<file path="src/rtl/rf_pkg.sv">
`default_nettype none
// ============================================================================
// Module : rf_pkg
// Brief  : Shared encodings and default widths for the register-file write
//          port arbiter (state encoding, requester IDs, bus widths).
// Rev    : 1.0  initial release
// ============================================================================
package rf_pkg;

  // Default register-file geometry
  localparam int RF_ADDR_W = 3;
  localparam int RF_BUS_W  = 8;

  // Controller state encoding
  localparam logic ST_CLEAR = 1'b0;
  localparam logic ST_ARB   = 1'b1;

  // Requester identifiers (also the value reported on last_grant)
  localparam logic REQ_ALU  = 1'b0;
  localparam logic REQ_LOAD = 1'b1;

  typedef enum logic {
    S_CLEAR = ST_CLEAR,
    S_ARB   = ST_ARB
  } state_e;

endpackage : rf_pkg
`default_nettype wire

</file>
<file path="src/rtl/rr_arbiter2.sv">
`default_nettype none
// ============================================================================
// Module : rr_arbiter2
// Brief  : Two-way round-robin arbiter. A lone valid requester always wins;
//          when both are valid the pointer picks the winner, and every grant
//          moves the pointer to the other requester.
// Rev    : 1.0  initial release
// ============================================================================
module rr_arbiter2 (
  input  logic       clk,
  input  logic       rst,
  input  logic       en,
  input  logic [1:0] valid,
  output logic [1:0] grant
);

  logic ptr_q;
  logic ptr_d;

  // Grant decision: disabled -> none, single valid -> it, both -> pointer
  always_comb begin
    grant = 2'b00;
    if (en) begin
      case (valid)
        2'b01:   grant = 2'b01;
        2'b10:   grant = 2'b10;
        2'b11:   grant = ptr_q ? 2'b10 : 2'b01;
        default: grant = 2'b00;
      endcase
    end
  end

  // Pointer next state: after a grant the other requester is preferred
  always_comb begin
    ptr_d = ptr_q;
    if (|grant) begin
      ptr_d = ~grant[1];
    end
  end

  // Pointer register, requester 0 preferred out of reset
  always_ff @(posedge clk or negedge rst) begin
    if (!rst) begin
      ptr_q <= 1'b0;
    end else begin
      ptr_q <= ptr_d;
    end
  end

endmodule : rr_arbiter2
`default_nettype wire

</file>
<file path="src/rtl/rf_write_arbiter.sv">
`default_nettype none
// ============================================================================
// Module : rf_write_arbiter
// Brief  : Shares the register file's single write port between the ALU
//          writeback (req0) and the load unit (req1) with round-robin
//          valid/ready arbitration; the winning write is registered onto
//          the write port one cycle after acceptance.
//          Optional macro RF_ARB_INIT_CLEAR_EN: after every reset, sweep
//          all registers to zero before any request is granted.
// Rev    : 1.0  initial release
// ============================================================================
module rf_write_arbiter
  import rf_pkg::*;
#(
  parameter int ADDRESS_WIDTH = RF_ADDR_W,
  parameter int BUS_WIDTH     = RF_BUS_W
) (
  input  logic                     clk,
  input  logic                     rst,
  input  logic                     hold,
  input  logic                     req0_valid,
  input  logic [ADDRESS_WIDTH-1:0] req0_addr,
  input  logic [BUS_WIDTH-1:0]     req0_data,
  output logic                     req0_ready,
  input  logic                     req1_valid,
  input  logic [ADDRESS_WIDTH-1:0] req1_addr,
  input  logic [BUS_WIDTH-1:0]     req1_data,
  output logic                     req1_ready,
  output logic                     wr_en,
  output logic [ADDRESS_WIDTH-1:0] wr_addr,
  output logic [BUS_WIDTH-1:0]     wr_data,
  output logic                     init_done,
  output logic                     last_grant
);

  localparam int NUM_REG = 1 << ADDRESS_WIDTH;

  logic                     arb_active;
  logic [1:0]               grant;
  logic                     xfer;
  logic                     winner;

  logic                     wr_en_q,      wr_en_d;
  logic [ADDRESS_WIDTH-1:0] wr_addr_q,    wr_addr_d;
  logic [BUS_WIDTH-1:0]     wr_data_q,    wr_data_d;
  logic                     last_grant_q, last_grant_d;

`ifdef RF_ARB_INIT_CLEAR_EN
  state_e                   state_q, state_d;
  logic [ADDRESS_WIDTH-1:0] clr_cnt_q, clr_cnt_d;

  // Sweep sequencing: step through every address, then hand over to ARB
  always_comb begin
    state_d   = state_q;
    clr_cnt_d = clr_cnt_q;
    if (state_q == S_CLEAR) begin
      clr_cnt_d = clr_cnt_q + 1'b1;
      if (clr_cnt_q == ADDRESS_WIDTH'(NUM_REG - 1)) begin
        state_d = S_ARB;
      end
    end
  end

  // State and clear counter registers; every reset restarts the sweep
  always_ff @(posedge clk or negedge rst) begin
    if (!rst) begin
      state_q   <= S_CLEAR;
      clr_cnt_q <= '0;
    end else begin
      state_q   <= state_d;
      clr_cnt_q <= clr_cnt_d;
    end
  end

  assign arb_active = (state_q == S_ARB);
`else
  assign arb_active = 1'b1;
`endif

  rr_arbiter2 u_rr (
    .clk   (clk),
    .rst   (rst),
    .en    (arb_active & ~hold),
    .valid ({req1_valid, req0_valid}),
    .grant (grant)
  );

  // A grant only ever goes to a valid requester, so any grant is a transfer
  assign xfer       = |grant;
  assign winner     = grant[REQ_LOAD] ? REQ_LOAD : REQ_ALU;
  assign req0_ready = grant[0];
  assign req1_ready = grant[1];
  assign init_done  = arb_active;

  // Write-port next state: accepted request, sweep write, or idle (hold data)
  always_comb begin
    wr_en_d      = 1'b0;
    wr_addr_d    = wr_addr_q;
    wr_data_d    = wr_data_q;
    last_grant_d = last_grant_q;
    if (xfer) begin
      wr_en_d      = 1'b1;
      wr_addr_d    = (winner == REQ_LOAD) ? req1_addr : req0_addr;
      wr_data_d    = (winner == REQ_LOAD) ? req1_data : req0_data;
      last_grant_d = winner;
    end
`ifdef RF_ARB_INIT_CLEAR_EN
    if (state_q == S_CLEAR) begin
      wr_en_d   = 1'b1;
      wr_addr_d = clr_cnt_q;
      wr_data_d = '0;
    end
`endif
  end

  // Registered write port and grant history
  always_ff @(posedge clk or negedge rst) begin
    if (!rst) begin
      wr_en_q      <= 1'b0;
      wr_addr_q    <= '0;
      wr_data_q    <= '0;
      last_grant_q <= 1'b0;
    end else begin
      wr_en_q      <= wr_en_d;
      wr_addr_q    <= wr_addr_d;
      wr_data_q    <= wr_data_d;
      last_grant_q <= last_grant_d;
    end
  end

  assign wr_en      = wr_en_q;
  assign wr_addr    = wr_addr_q;
  assign wr_data    = wr_data_q;
  assign last_grant = last_grant_q;

endmodule : rf_write_arbiter
`default_nettype wire

</file>
<file path="config.mk">
export PLATFORM = sky130hd
export DESIGN_NAME = rf_write_arbiter
export DESIGN_NICKNAME = d
export VERILOG_FILES = /design/src/rtl/rf_pkg.sv /design/src/rtl/rr_arbiter2.sv /design/src/rtl/rf_write_arbiter.sv
export SDC_FILE = /design/constraint.sdc
export NUM_CORES = 1
export LEC_CHECK = 0
export ABC_AREA = 0
export CORE_UTILIZATION = 39
export DETAILED_ROUTE_END_ITERATION = 16
export HOLD_SLACK_MARGIN = 0.1
export PLACE_DENSITY = 0.91
export SKIP_CTS_REPAIR_TIMING = 1
export SLEW_MARGIN = 10
export SYNTH_ARGS = -nofsm -noshare
export SYNTH_HDL_FRONTEND = slang
export SYNTH_SLANG_ARGS = --single-unit
export TNS_END_PERCENT = 50
</file>
<file path="constraint.sdc">
create_clock -name clk -period 2.1 [get_ports clk]
set_clock_uncertainty 0.1 [all_clocks]
set_input_delay 0.315 -clock clk [delete_from_list [all_inputs] [get_ports clk]]
set_output_delay 0.315 -clock clk [all_outputs]
set_load 0.01 [all_outputs]
</file>
==> results of run 1 <==
[flip-flops by register name (all words and copies together), names as in the netlist]
signal and count:
last_grant 1, u_rr.ptr_q 1, wr_addr 3, wr_data 8, wr_en 1
[cell type report]
cell class | instances | area (sq um)
Clock buffer | 4 | 36.3
Fill cell | 147 | 567
Inverter | 1 | 3.75
Multi-Input combinational cell | 56 | 327
Sequential cell | 14 | 350
Tap cell | 25 | 31.3
Timing Repair Buffer | 43 | 430
[routing by layer]
metal  up-vias  wire length, um  track usage
met3         2               92       0.0397
met5         -                0            0
met2        23              927        0.366
met4         0               24       0.0909
li1        357                -            -
met1       330              793        0.252
[kinds of logic after synthesis]
kind of cell | count (synthesis) | share of synthesized area
flip-flops | 14 | 0.476
buffers and inverters | 8 | 0.0799
AND/OR/NAND/NOR | 29 | 0.194
AO/OA/AOI/OAI | 26 | 0.245
other | 1 | 0.00510
[layout by cell type, fill, tap and decap left out]
cell,count
a21oi_1,1
o21ba_2,1
and2b_1,1
o21ai_0,4
and2b_4,1
clkbuf_8,1
dlymetal6s2s_1,2
conb_1,1
clkdlybuf4s50_1,39
nor2_1,12
a31oi_1,11
o22ai_1,1
dfrtp_1,14
nand3_1,11
o21ai_2,8
nand2b_1,2
buf_4,2
nand2_1,1
inv_1,1
clkbuf_4,3
nand2b_2,1
[cells in the mapped netlist (all sizes together)]
master / number / area share
a21oi: 1 / 0.0068
a31oi: 11 / 0.094
and2b: 2 / 0.024
buf: 7 / 0.075
conb: 1 / 0.0051
dfrtp: 14 / 0.48
inv: 1 / 0.0051
nand2: 1 / 0.0051
nand2b: 3 / 0.029
nand3: 11 / 0.075
nor2: 12 / 0.061
o21ai: 12 / 0.12
o21ba: 1 / 0.014
o22ai: 1 / 0.0085
[worst max-delay path by stage]
stage,end,cells past startpoint,slack (ns)
final,req0_ready,4,0.40
after global routing,req0_ready,4,0.30
after CTS,req0_ready,4,-0.01
after detailed placement,req0_ready,4,0.004
after global placement,req0_ready,4,0.06
after floorplan,req1_ready,3,0.81
[power groups by stage]
stage / Clock, mW / Combinational, mW / Sequential, mW
6_report: 0.194 / 0.258 / 0.329
3_5_place_dp: 0 / 0.261 / 0.336
3_3_place_gp: 0 / 0.256 / 0.334
4_1_cts: 0.197 / 0.262 / 0.330
5_1_grt: 0.208 / 0.282 / 0.335
2_1_floorplan: 0 / 0.103 / 0.351
[per-stage QoR]
| stage | setup slack [ns] | hold WS [ns] | utilization | instance area [sq um] | setup TNS [ns] |
|---|---|---|---|---|---|
| 6_report | 0.405 | 0.322 | 0.675 | 1180 | 0 |
| 5_1_grt | 0.305 | 0.372 | 0.675 | 1180 | 0 |
| 4_1_cts | -0.0117 | 0.343 | 0.672 | 1170 | -0.0117 |
| 3_5_place_dp | 0.00436 | 0.442 | 0.652 | 1140 | 0 |
| 3_3_place_gp | 0.0617 | 0.425 | 0.652 | 1140 | 0 |
| 2_1_floorplan | 0.808 | -0.0806 | - | 736 | 0 |
==> run metrics, run 1 <==
status finished clean; fin cells about 140; IO Port Bufs 41; Worst VDD drop a little under 400 uV; Inserted Clock Buffers 3; max incr delay on CP 0.52 ns; share of total power in combinational logic 0.331; fin crit share 0.807; Crit-path slowest cell clkdlybuf4s50_1; Period minus WS final roughly 1.7 ns; flop and latch count out of synthesis 14; Final setup viols 0; Leak between 0.4 and 0.5 nW; synth warn 0; routed len/inst around 13 um; Starting Density 0.422; Die Wd between 40 and 50 um; Root Driver clkbuf_4; Post-Syn Area about 740 sq um; Max Fclk between 0.5 and 0.6 GHz; Switching Fraction 0.282; Max FO, Critical Path 4; Pwr Total around 0.78 mW; Least-Margin Pin Slew 0.624 ns; clk slew on worst S/H paths roughly 0.090 ns; register share of total power 0.422; Unique masters post-synth 19; full die area a little over 2000 sq um; CP top delay family buffers and inverters; row cnt 15; Hold Vio Cnt, Final 0; die extent in y between 40 and 50 um; Placer Congestion between 0.7 and 0.8; critical path required time about 1.7 ns; Slew Limit Fails 0; critical path data arrival time about 1.3 ns; endpoint class of the critical path output port; Buffers & Inverters on Critical Path 2; Post-Route WL between 1.5 and 2 mm; Mapped Nets 105; r2r worst-path depth 4; via count 712; worst rel slew slack 0.582; vias in the first global route 676; Detailed Route Iter0 Violations 6; RSZ-0062 raised after global routing false; CTS tree built; clock sinks 14; First-pass DRT Iterations 4; Tot GR Track Use 0.211; initial antenna violation count 0; Pint 0.561 mW; first-pass GRT wire length ~3.0 mm; worst-path cell chain clkdlybuf4s50_1 > nand2b_1 > a21oi_1 > dlymetal6s2s_1; syn_area_per_cell approximately 9.4 sq um; net load switching power ~0.22 mW; Core ar. roughly 1700 sq um; clock network fraction of design power 0.248; post-synthesis sequential area ratio 0.476; pwr dens about 660 nW/um^2; Post-Synthesis Cells 78; total grt overflow 0; DR DRC count 0; worst skew pair latency 0.27 ns; antenna-violating nets left 0; placed cell count between 100 and 150; largest net degree at the start of global routing 24; vias per cell ~5; Worst Hold Class in2async; CP startpoint req0_valid; ANT cells 0; Worst R2R Start u_rr.ptr_q; worst r2r dst wr_addr[1]; share of post-route cells with drive strength above 1 0.144; IO Count 43; CTS Buffer Depth 2; CTS H-tree lvls 1; Startpoint Class input pin; R2R Setup Slk about 0.77 ns; max-cap viol count 0; Layout Nets 146; dpl hpwl about 1.4 mm; Layout area overhead 60.2%; crit path kind in2out
No activity file was read; power rests on OpenSTA's default activity.
==> run 2: changes to the inputs <==
--- a/config.mk
+++ b/config.mk
@@ -6,10 +6,10 @@
 export NUM_CORES = 1
 export LEC_CHECK = 0
 export ABC_AREA = 0
-export CORE_UTILIZATION = 39
+export CORE_UTILIZATION = 33
 export DETAILED_ROUTE_END_ITERATION = 16
 export HOLD_SLACK_MARGIN = 0.1
-export PLACE_DENSITY = 0.91
+export PLACE_DENSITY = 0.83
 export SKIP_CTS_REPAIR_TIMING = 1
 export SLEW_MARGIN = 10
 export SYNTH_ARGS = -nofsm -noshare
==> constraint.sdc (replaced) <==
create_clock -name clk -period 1.55 [get_ports clk]
set_clock_uncertainty 0.1 [all_clocks]
set_input_delay 0.2325 -clock clk [delete_from_list [all_inputs] [get_ports clk]]
set_output_delay 0.2325 -clock clk [all_outputs]
set_load 0.01 [all_outputs]
==> run metrics, run 2 (synthesis results as in run 1) <==
status finished clean; DR DRC count 0; Buffers & Inverters on Critical Path 1; net load switching power 0.310 mW; Die Wd about 49 um; RSZ-0062 raised after global routing false; Startpoint Class flop; most common cell after layout, fill and taps aside clkdlybuf4s50_1; vias per cell roughly 5.1; TNS Setup 0 ns; clock sinks 14; dpl hpwl between 1.5 and 2 mm; fin crit share 0.972; Worst Hold Class in2async; Worst R2R Start u_rr.ptr_q; via count 777; Leak 0.532 nW; vias in the first global route roughly 770; clock network fraction of design power 0.239; Max Fclk around 0.66 GHz; R2R Setup Slk around 0.21 ns; Inserted Clock Buffers 3; Root Driver clkbuf_4; First-pass DRT Iterations 4; share of post-route cells with drive strength above 1 0.222; largest net degree at the start of global routing 24; met1 usage in global routing 0.222; FILL cells 170; share of total power in combinational logic 0.352; Placer Congestion about 0.71; met2 Use GR 0.290; Final setup viols 0; full die area roughly 2400 sq um; antenna-violating nets left 0; initial antenna violation count 0; clk slew on worst S/H paths 0.08 ns; max-cap viol count 0; first-pass GRT wire length between 3 and 4 mm; total grt overflow 0; Hold Vio Cnt, Final 0; endpoint class of the critical path output port; row cnt 16; register share of total power 0.409; CP top delay family buffers and inverters; Pint 0.782 mW; critical path data arrival time around 1.2 ns; Crit-path slowest cell clkdlybuf4s50_1; Worst VDD drop ~460 uV; Hold WS ~0.15 ns; Max FO, Critical Path 2; Layout area overhead 71.1%; Switching Fraction 0.284; most frequent cells in the layout clkdlybuf4s50_1, dfrtp_1, nor2_1; worst skew pair latency roughly 0.28 ns; IO Port Bufs 41; CTS Buffer Depth 2; Tot GR Track Use 0.180; Slew Limit Fails 0; pwr dens just under 900 nW/um^2; Starting Density 0.364; crit path kind reg2out; Post-Route WL roughly 2 mm; Layout Nets about 150; routed len/inst ~13 um; worst-path cell chain clkdlybuf4s50_1; critical path required time about 1.2 ns; die extent in y approximately 50 um; CP startpoint wr_data[7]; CTS tree built; ANT cells 0; max reg flops 8; Core ar. about 2000 sq um; grt peak-use layer met2; IO Count between 40 and 50; max incr delay on CP about 0.54 ns; CTS H-tree lvls 1; Detailed Route Iter0 Violations 8; Period minus WS final around 1.5 ns; met3 Use GR 0.0436
==> run 2: changes by cell type in the layout (fill, tap and decap cells not counted) <==
cell / before / now
o21ba_2: 1 / 0
clkdlybuf4s50_1: 39 / 35
a21oi_1: 1 / 0
o21ba_4: 0 / 1
dlymetal6s2s_1: 2 / 4
a21oi_2: 0 / 1
clkbuf_2: 0 / 2
buf_12: 0 / 1
buf_4: 2 / 9
==> run 2: area by class of cell <==
class                   instances  area (sq um)  share of cell area
clock buffers                   4          36.3              0.0288
inverters                       1          3.75             0.00298
multi-input cells              56           337               0.267
flip-flops and latches         14           350               0.278
well taps                      27          33.8              0.0268
repair buffers                 51           498               0.396
==> run 2: per-layer routing <==
metal	vias up	part of all wire	wire [um]
li1	375	-	-
met3	5	0.062	128
met2	34	0.49	1020
met5	-	0	0
met4	0	0.015	30
met1	363	0.43	881
==> run 2: per-stage QoR <==
step | worst slack, ns | util | std cells | instance area (sq um) | total power, mW
5_1_grt | 0.000515 | 0.623 | 153 | 1260 | 1.15
4_1_cts | -0.369 | 0.614 | 152 | 1240 | 1.10
3_3_place_gp | -0.317 | 0.596 | 148 | 1200 | 0.823
6_report | 0.0431 | 0.623 | 153 | 1260 | 1.09
2_1_floorplan | 0.360 | - | 78 | 736 | 0.616
3_5_place_dp | -0.355 | 0.596 | 148 | 1200 | 0.837
==> run 2: worst paths after layout <==
kind	to	cells past startpoint
max in group asynchronous	wr_data[0]	2
worst max register to register	wr_data[0]	4
worst max-delay path	wr_data[7]	1
min in group clk	u_rr.ptr_q	3
worst min register to register	last_grant	2
worst min-delay path	wr_data[3]	2
==> run 2: power groups by stage <==
| stage | combinational (mW) | sequential, mW | clock (mW) |
|---|---|---|---|
| after floorplan | 0.140 | 0.476 | 0 |
| after global placement | 0.371 | 0.452 | 0 |
| after detailed placement | 0.380 | 0.457 | 0 |
| after CTS | 0.382 | 0.450 | 0.269 |
| after global routing | 0.413 | 0.455 | 0.282 |
| final | 0.385 | 0.446 | 0.261 |
==> run 3: changes to the inputs <==
--- a/config.mk
+++ b/config.mk
@@ -6,7 +6,9 @@
 export NUM_CORES = 1
 export LEC_CHECK = 0
 export ABC_AREA = 0
+export CAP_MARGIN = 20
 export CORE_UTILIZATION = 33
+export CTS_CLUSTER_DIAMETER = 40
 export DETAILED_ROUTE_END_ITERATION = 16
 export HOLD_SLACK_MARGIN = 0.1
 export PLACE_DENSITY = 0.83
==> results of run 3 <==
Same layout as run 2: the final DEF is identical, and so are final timing and power.
